===== src/rtl/fme_pkg.sv =====
// Shared definitions for the fractional-motion-estimation window feeder.
package fme_pkg;

    localparam int PIXELS_PER_ROW = 32;

    typedef enum logic [1:0] {
        OCIOSO = 2'd0,
        BUSCA  = 2'd1,
        DRENA  = 2'd2,
        FIM    = 2'd3
    } estado_t;

    // Number of memory words needed to assemble one full pixel row.
    function automatic int calc_wpr(input int data_width, input int mem_width);
        return (PIXELS_PER_ROW * data_width) / mem_width;
    endfunction

endpackage


===== src/rtl/fme_fifo_linhas.sv =====
// Two-entry row FIFO between the row assembler and the downstream consumer.
module fme_fifo_linhas #(
    parameter int WIDTH = 256
) (
    input  logic             clock,
    input  logic             reset,
    input  logic             push,
    input  logic [WIDTH-1:0] push_data,
    input  logic             pop,
    output logic [WIDTH-1:0] pop_data,
    output logic             full,
    output logic             empty
);

    logic [WIDTH-1:0] mem [2];
    logic             wr_ptr;
    logic             rd_ptr;
    logic [1:0]       count;
    logic [1:0]       count_next;
    logic             do_push;
    logic             do_pop;

    // Qualify push/pop; a push into a full FIFO is accepted when a pop frees the slot.
    always_comb begin
        do_pop     = pop && !empty;
        do_push    = push && (!full || do_pop);
        count_next = count;
        if (do_push && !do_pop) begin
            count_next = count + 2'd1;
        end else if (do_pop && !do_push) begin
            count_next = count - 2'd1;
        end
    end

    // Storage, pointers and registered full/empty flags.
    always_ff @(posedge clock or negedge reset) begin
        if (!reset) begin
            mem[0] <= '0;
            mem[1] <= '0;
            wr_ptr <= 1'b0;
            rd_ptr <= 1'b0;
            count  <= 2'd0;
            empty  <= 1'b1;
            full   <= 1'b0;
        end else begin
            if (do_push) begin
                mem[wr_ptr] <= push_data;
                wr_ptr      <= ~wr_ptr;
            end
            if (do_pop) begin
                rd_ptr <= ~rd_ptr;
            end
            count <= count_next;
            empty <= (count_next == 2'd0);
            full  <= (count_next == 2'd2);
        end
    end

    assign pop_data = mem[rd_ptr];

endmodule


===== src/rtl/fme_carrega_janela.sv =====
// Reference-window fetcher: reads rows word by word, assembles them and streams
// completed rows out through a two-row buffer.
module fme_carrega_janela
    import fme_pkg::*;
#(
    parameter int DATA_WIDTH = 8,
    parameter int MEM_WIDTH  = 64,
    parameter int ADDR_WIDTH = 16,
    parameter int ROWS       = 16
) (
    input  logic                                 clock,
    input  logic                                 reset,
    input  logic                                 start,
    input  logic [ADDR_WIDTH-1:0]                base_addr,
    input  logic [ADDR_WIDTH-1:0]                stride,
    output logic                                 mem_rd,
    output logic [ADDR_WIDTH-1:0]                mem_addr,
    input  logic [MEM_WIDTH-1:0]                 mem_data,
    output logic [PIXELS_PER_ROW*DATA_WIDTH-1:0] row_out,
    output logic                                 row_valid,
    input  logic                                 row_ready,
    output logic                                 busy,
    output logic                                 done
);

    localparam int ROW_WIDTH = PIXELS_PER_ROW * DATA_WIDTH;
    localparam int WPR       = calc_wpr(DATA_WIDTH, MEM_WIDTH);
    localparam int W_W       = (WPR > 1) ? $clog2(WPR) : 1;
    localparam int R_W       = (ROWS > 1) ? $clog2(ROWS) : 1;
    localparam logic [W_W-1:0] LAST_WORD = W_W'(WPR - 1);
    localparam logic [R_W-1:0] LAST_ROW  = R_W'(ROWS - 1);

    estado_t               state;
    estado_t               next_state;

    logic [ADDR_WIDTH-1:0] row_addr;
    logic [ADDR_WIDTH-1:0] stride_q;
    logic [W_W-1:0]        word_cnt;
    logic [R_W-1:0]        row_cnt;
    logic [ADDR_WIDTH-1:0] cur_row_addr;
    logic [ADDR_WIDTH-1:0] cur_stride;
    logic [W_W-1:0]        cur_word;
    logic [R_W-1:0]        cur_row;
    logic [1:0]            rows_held;
    logic                  issue;
    logic                  slot_free;
    logic                  fetch_last;
    logic                  pop;

    logic                  rd_q;
    logic [W_W-1:0]        asm_word;
    logic                  push_pend;
    logic [ROW_WIDTH-1:0]  asm_row;
    logic                  fifo_full;
    logic                  fifo_empty;
    logic                  fifo_push;

    // Fetch pointers: while idle the start inputs act directly as row 0, word 0,
    // so the first read goes out on the same edge that accepts start.
    always_comb begin
        pop       = !fifo_empty && row_ready;
        slot_free = (rows_held < 2'd2) || pop;
        if (state == OCIOSO) begin
            cur_row_addr = base_addr;
            cur_stride   = stride;
            cur_word     = '0;
            cur_row      = '0;
        end else begin
            cur_row_addr = row_addr;
            cur_stride   = stride_q;
            cur_word     = word_cnt;
            cur_row      = row_cnt;
        end
        issue = 1'b0;
        if (state == OCIOSO) begin
            issue = start;
        end else if (state == BUSCA) begin
            issue = (cur_word != '0) || slot_free;
        end
        fetch_last = issue && (cur_word == LAST_WORD) && (cur_row == LAST_ROW);
    end

    // Next-state logic: drain finishes on the handshake of the last held row.
    always_comb begin
        next_state = state;
        case (state)
            OCIOSO: if (start) next_state = fetch_last ? DRENA : BUSCA;
            BUSCA:  if (fetch_last) next_state = DRENA;
            DRENA:  if ((rows_held == 2'd0) || ((rows_held == 2'd1) && pop)) next_state = FIM;
            FIM:    next_state = OCIOSO;
            default: next_state = OCIOSO;
        endcase
    end

    // State register with registered busy/done decoded from the next state.
    always_ff @(posedge clock or negedge reset) begin
        if (!reset) begin
            state <= OCIOSO;
            busy  <= 1'b0;
            done  <= 1'b0;
        end else begin
            state <= next_state;
            busy  <= (next_state != OCIOSO);
            done  <= (next_state == FIM);
        end
    end

    // Read issue, address/row/word counters and count of rows reserved in the buffer.
    always_ff @(posedge clock or negedge reset) begin
        if (!reset) begin
            mem_rd    <= 1'b0;
            mem_addr  <= '0;
            row_addr  <= '0;
            stride_q  <= '0;
            word_cnt  <= '0;
            row_cnt   <= '0;
            rows_held <= 2'd0;
        end else begin
            mem_rd <= issue;
            if (issue) begin
                mem_addr <= cur_row_addr + ADDR_WIDTH'(cur_word);
                if (cur_word == LAST_WORD) begin
                    word_cnt <= '0;
                    row_cnt  <= cur_row + R_W'(1);
                    row_addr <= cur_row_addr + cur_stride;
                end else begin
                    word_cnt <= cur_word + W_W'(1);
                    row_cnt  <= cur_row;
                    row_addr <= cur_row_addr;
                end
            end
            if ((state == OCIOSO) && start) begin
                stride_q <= stride;
            end
            case ({issue && (cur_word == '0), pop})
                2'b10:   rows_held <= rows_held + 2'd1;
                2'b01:   rows_held <= rows_held - 2'd1;
                default: rows_held <= rows_held;
            endcase
        end
    end

    // Row assembly: capture each word the cycle after its read, flag the row for push.
    always_ff @(posedge clock or negedge reset) begin
        if (!reset) begin
            rd_q      <= 1'b0;
            asm_word  <= '0;
            push_pend <= 1'b0;
            asm_row   <= '0;
        end else begin
            rd_q      <= mem_rd;
            push_pend <= rd_q && (asm_word == LAST_WORD);
            if (rd_q) begin
                asm_row[int'(asm_word)*MEM_WIDTH +: MEM_WIDTH] <= mem_data;
                asm_word <= (asm_word == LAST_WORD) ? '0 : asm_word + W_W'(1);
            end
        end
    end

    assign fifo_push = push_pend && (!fifo_full || pop);

    fme_fifo_linhas #(
        .WIDTH (ROW_WIDTH)
    ) u_fifo (
        .clock     (clock),
        .reset     (reset),
        .push      (fifo_push),
        .push_data (asm_row),
        .pop       (pop),
        .pop_data  (row_out),
        .full      (fifo_full),
        .empty     (fifo_empty)
    );

    assign row_valid = !fifo_empty;

endmodule


===== config.mk =====
export PLATFORM = sky130hd
export DESIGN_NAME = fme_carrega_janela
export DESIGN_NICKNAME = d
export VERILOG_FILES = /design/src/rtl/fme_pkg.sv /design/src/rtl/fme_fifo_linhas.sv /design/src/rtl/fme_carrega_janela.sv
export SDC_FILE = /design/constraint.sdc
export NUM_CORES = 1
export LEC_CHECK = 0
export ABC_AREA = 1
export BUFFER_PORTS_ARGS = -buffer_cell sky130_fd_sc_hd__clkbuf_2
export CAP_MARGIN = 20
export CORE_ASPECT_RATIO = 0.6
export CORE_MARGIN = 8
export CORE_UTILIZATION = 30
export CTS_CLUSTER_DIAMETER = 30
export DETAILED_ROUTE_END_ITERATION = 16
export HOLD_SLACK_MARGIN = 0.08
export SYNTH_ARGS = -nofsm -noshare
export SYNTH_HDL_FRONTEND = slang
export SYNTH_SLANG_ARGS = --single-unit

===== constraint.sdc =====
create_clock -name clock -period 3.3 [get_ports clock]
set_input_delay 0.165 -clock clock [delete_from_list [all_inputs] [get_ports clock]]
set_output_delay 0.165 -clock clock [all_outputs]
set_load 0.005 [all_outputs]

After elaboration in Yosys (flattened, before gate mapping)

Index checks and enable logic that the tools add are counted.

Flip-flop bits (word level): 839
Logic and storage cells: 106
Output and inout port bits: 276

Eq/ne operators: 11
Bitwise logic cells: 4
Muxes and demuxes: 25
Add/subtract/negate cells: 10
$lt $le $gt $ge: 4
Reduce and logical (&&, ||, !) cells: 29
Shift-type cells: 2

Operators by type and width:

| kind                                                      | count |
|---|---|
| two-way mux 256 bit                                       | 4 |
| bitwise mux 512 bit                                       | 1 |
| bitwise mux 256 bit                                       | 1 |
| demux 256 bit (select 1 bit)                              | 1 |
| variable shift 64 x 33 -> 256 bit (first input constant)  | 1 |
| variable part select 64 x 33 -> 256 bit                   | 1 |
| two-way mux 16 bit                                        | 3 |
| negator 8 -> 33 bit                                       | 1 |
| two-way mux 2 bit                                         | 9 |
| adder 16 bit                                              | 1 |
| adder 16 x 2 -> 16 bit                                    | 1 |
| equality test 2 bit (second input constant)               | 7 |
| logical AND 1 bit                                         | 13 |
| adder 2 x 1 -> 2 bit (second input constant)              | 4 |
| logical NOT 2 bit                                         | 4 |
| two-way mux 4 bit                                         | 2 |
| one-hot mux 2 bit (4 select lines)                        | 1 |
| equality test 2 x 1 -> 1 bit (second input constant)      | 3 |
| nonzero test 2 bit                                        | 3 |
| logical OR 1 bit                                          | 5 |
| adder 4 x 1 -> 4 bit (second input constant)              | 1 |
| equality test 4 bit (second input constant)               | 1 |
| greater-or-equal comparator 2 bit (second input constant) | 2 |
| logical NOT 1 bit                                         | 4 |
| other kinds (7)                                           | 11 |

Longest topological paths before layout

Word-level depth: 12
Gate-level depth with buffers: 19

Hierarchy

A second synthesis with hierarchy kept.

Cell total of the unflattened synthesis: 4394
Area, all modules: 36884.1 um^2

By module, submodules not included:

| module             | sequential area each (um^2) | instances | cells an instance | area each (um^2) |
|---|---|---|---|---|
| fme_fifo_linhas    | 12963.7                     | 1         | 2794              | 22695.5 |
| fme_carrega_janela | 8032.7                      | 1         | 1600              | 14188.6 |

Least setup slack after synthesis

No wires, ideal clock.

Path kind: register to register
From: reg state[1]
To: reg mem_addr[12]
Stages on the path, launching flop included: 18
Buffers on the path: 3
Path slack: 0.486 ns
Arrival time: 2.698 ns
Clock period less this slack: 2.814 ns
Cells stage by stage: dfrtp_1 > nor2_4 > buf_6 > buf_6 > buf_2 > nand2_1 > o21ai_0 > inv_1 > fa_1 > nor2_1 > nand2_4 > nor2_4 > nand2_2 > nor2_4 > nand3_2 > xor2_1 > nand2_1 > nand2_1

Word-level cells in the longest chain between the ends: 6
Elaborated cells on any way between the ends: 9
Those cells by class: add/sub: 1; eq/ne: 1; mux: 4; reduce/logical: 3

Ends and longest elaborated chain:

| what                                                                           | line                      | RTL |
|---|---|---|
| start: declaration                                                             | fme_carrega_janela.sv:33  | `estado_t state;` |
| start signal: assignment                                                       | fme_carrega_janela.sv:102 | `state <= next_state;` |
| parallel branches: the longest is 6 deep, another holds adder 16 x 2 -> 16 bit | --                        |  |
| end signal: assignment                                                         | fme_carrega_janela.sv:121 | `mem_addr <= cur_row_addr + ADDR_WIDTH'(cur_word);` |
| end: declaration                                                               | fme_carrega_janela.sv:17  | `output logic [ADDR_WIDTH-1:0] mem_addr,` |

Parallel ways; which one is timed is not known.
A chain may end at the register's enable or synchronous reset.

Worst setup path after layout

From: reg state[0]
To: reg stride_q[11]

Word-level cells in the longest chain between the ends: 2

Ends and longest elaborated chain:

| what                   | line                      | RTL |
|---|---|---|
| logical NOT 2 bit      | fme_carrega_janela.sv:132 | `if ((state == OCIOSO) && start) begin` |
| logical AND 1 bit      | fme_carrega_janela.sv:132 |  |
| end signal: assignment | fme_carrega_janela.sv:133 | `stride_q <= stride;` |
| end: declaration       | fme_carrega_janela.sv:37  | `logic [ADDR_WIDTH-1:0] stride_q;` |

No other way between the ends.

==> key figures <==
Setup path
  • Critical Path AT: 3650 ps
  • R2R Path End: stride_q[11]
  • Worst r2r src: state[0]
  • CP max stage cell: dlygate4sd3_1
  • Minimum setup slack among reg-to-reg paths: 260 ps
  • Worst Setup End Kind: flip-flop
  • Critical path peak fanout: 34
  • Levels on crit path: 9
  • Cell mode on critical path: buf_4
  • Critical path's largest stage delay: 570 ps
  • Critical path's top delay family: buffers and inverters
  • CP Launch Type: flip-flop
  • Required @ worst endpoint: 3910 ps
  • Worst Path Buf+Inv: 5
  • Crit path launch: state[0]
  • WS Path Type: flip-flop to flip-flop
  • R2R cell count: 9
  • CP cell instances: nor2_4 -> buf_4 -> buf_4 -> nand2_2 -> buf_4 -> nor2_1 -> dlygate4sd3_1 -> a21oi_1 -> dlygate4sd3_1

Global route
  • Initial antenna violation count: 5
  • Vias in the first global route: 28,500
  • First-pass GRT wire length: 178 mm
  • Overflow after GRT: 0
  • Gr usage total: 17.2%
  • Largest net degree at the start of global routing: 159

Layout
  • Most frequent cells in the layout: nand2_1, dfrtp_1, o21ai_0, inv_1, clkbuf_2
  • Fin nets: 4,438
  • Commonest non-fill, non-tap cell in the layout: nand2_1
  • Filler Cells Inserted: 11,900
  • Share of cells above drive strength 1: 23.4%
  • Design area: 0.0467 mm^2
  • Area Overhead vs Synth: 28.6%

Hold path
  • Worst Hold Class: input pin to flip-flop
  • Hold depth: 7
  • Hold endpoint: row_addr[13]
  • Hold_sp: base_addr[13]

Place
  • HPWL Detailed: 75.7 mm
  • DP Area: 0.0401 mm^2
  • Port buffer count: 375
  • Post-placement setup slack: 288 ps
  • Final Wtd Congestion: 0.859

Detailed routing
  • First drt pass iteration count: 5
  • Vias: 28,500
  • Via/cell ratio: 4.71
  • Post-route antenna net violation count: 0
  • DRC: 0
  • Initial drt markers: 2,176
  • Drt total wl: 116 mm
  • Wire per inst: 19.1 um

Clock network
  • H-tree Lvls: 4
  • CTS tree: built
  • Worst-Skew Late Latency: 760 ps
  • CTS buffer count: 148
  • CTS sink count: 839
  • Clock transition at path regs: 50 ps
  • CTS root buf: clkbuf_16
  • Clock buffer depth: 3

Yosys
  • Mapped Nets: 3,946
  • Synth top area cells: dfrtp_1, o21ai_0, nand2_1
  • Synth unique cells: 46
  • Share of the synthesized area in the top cell type: 57.8%
  • Synth area leader: dfrtp_1
  • Asr flop ratio synth: 100%
  • Syn Area/Cell: 9.51 um^2
  • Synth Warn #: 0
  • Number of synthesized register bits: 839
  • Main synth FF type: dfrtp_1
  • Number of flops mapped to enable cells by yosys: 0
  • Syn Inst Count: 3,817
  • Mapped Area: 0.0363 mm^2
  • Sequential share of the synthesized area: 57.8%

Power and ir drop
  • Leak: 22.1 nW
  • Power density over the cells: 1020 mW/mm^2
  • Power Total: 47.7 mW
  • Worst VDD drop: 0.000681 V

STA
  • Fmax: 329 MHz
  • Final period util: 92.0%
  • Max-slew headroom: 30.9%
  • Setup Skew: 31.9 ps
  • Minimum clock period: 3040 ps
  • Final Slew Violations: 0
  • # setup viols final: 0
  • Final setup margin: 264 ps
  • RSZ-0062 raised after global routing: false
  • Final Hold Viols: 0
  • Setup TNS: 0 ps
  • Least-Margin Pin Slew: 1040 ps

Status
  • Outcome: completed

Floorplanning
  • Core Box Area: 0.121 mm^2
  • Initial Utilization: 30.1%
  • I/O Pins: 376
  • Die width: 465 um
  • # rows: 99
  • Die Area: 0.133 mm^2
  • Die Ht: 285 um

Flow run
  • Max-Cap Viols: 0
[worst reg2reg max path: cells and delay by family, from the launching register on]
kind | cells | cell delay (ps)
AOI/OAI and AO/OA | 1 | 40
buffers and inverters | 5 | 1880
and+or+nand+nor | 3 | 530
DFF | 1 | 440
[per-layer routing]
| layer | vias up | track usage (%) | part of all wire [%] |
|---|---|---|---|
| li1 | 13500 | - | - |
| met1 | 14000 | 23.7 | 45 |
| met2 | 830 | 26.6 | 45 |
| met3 | 184 | 4.00 | 6.5 |
| met4 | 0 | 5.99 | 3.0 |
| met5 | - | 0 | 0 |
[cells by family after synthesis]
logic type               count (synthesis)  synth area share [%]
AO/OA/AOI/OAI                          900                  13.1
XOR/XNOR                                15                 0.362
adder cells (fa/ha/maj)                 29                  1.04
buffers and inverters                  651                  7.25
flip-flops                             839                  57.8
multiplexers                           256                  7.94
AND/OR/NAND/NOR                       1127                  12.5
[what timing repair did]
item	CTS	global route
endpoints found under the hold margin	784	0
setup buffers	0	5
hold buffers	120	0
resized for setup	0	0
setup endpoints to repair	0	3
[synthesized netlist by cell type (2+ instances only)]
library cell,n
a21o_1,2
a21oi_1,34
a31oi_1,5
buf_1,8
buf_2,49
buf_4,23
buf_6,4
clkbuf_1,150
clkinv_1,2
dfrtp_1,838
fa_1,2
ha_1,27
inv_1,407
inv_2,7
mux2_2,256
nand2_1,942
nand2_2,19
nand2_4,3
nand3_1,95
nand3_2,3
nand3b_1,2
nand4_1,7
nor2_1,31
nor2_2,3
nor2_4,5
nor3_1,8
o211ai_1,2
o21a_1,3
o21ai_0,768
o21ai_1,7
o21ai_2,6
o31ai_1,66
or2_1,3
or2_2,5
xnor2_1,4
xor2_1,11
[sequential cells by signal, summed over array words and instances, names as in the netlist, 2 cells and up]
| name | flops |
|---|---|
| stride_q | 16 |
| asm_word | 2 |
| u_fifo.mem | 512 |
| rows_held | 2 |
| asm_row | 256 |
| row_cnt | 4 |
| mem_addr | 16 |
| row_addr | 16 |
| state | 2 |
| word_cnt | 2 |
| u_fifo.count | 2 |
[worst max-delay path by stage]
stage	endpoint	slack, ps
4_1_cts	stride_q[11]	110
3_5_place_dp	mem_addr[12]	290
5_1_grt	mem_addr[12]	70
6_report	stride_q[11]	260
3_3_place_gp	mem_addr[12]	380
2_1_floorplan	mem_addr[12]	490
[metrics by stage]
stage               hold WS [ps]  utilization [%]  std cells
floorplan                   -131                -       3817
global placement             255             33.2       5650
finish                       161             38.6       6054
detailed placement           267             33.2       5650
CTS                         83.0             38.6       6046
global route                 183             38.6       6054
[area by class of cell]
| type | instances | area [um^2] | share of cell area, % |
|---|---|---|---|
| Clock buffer | 189 | 4090 | 8.77 |
| Sequential cell | 839 | 21000 | 45.0 |
| Timing Repair Buffer | 577 | 4030 | 8.63 |
| Tap cell | 1616 | 2020 | 4.33 |
| Inverter | 416 | 1560 | 3.35 |
| Antenna cell | 3 | 7.51 | 0.0161 |
| Multi-Input combinational cell | 2327 | 12700 | 27.3 |
| Clock inverter | 87 | 1210 | 2.60 |
[report_power, final]
part           switching, mW  leakage (nW)  internal [mW]  total [mW]
clock network           5.64          2.57           10.4        16.0
logic                   10.2          8.18           5.59        15.8
registers               2.09          11.3           13.8        15.9
No activity file was read; power rests on OpenSTA's default activity.
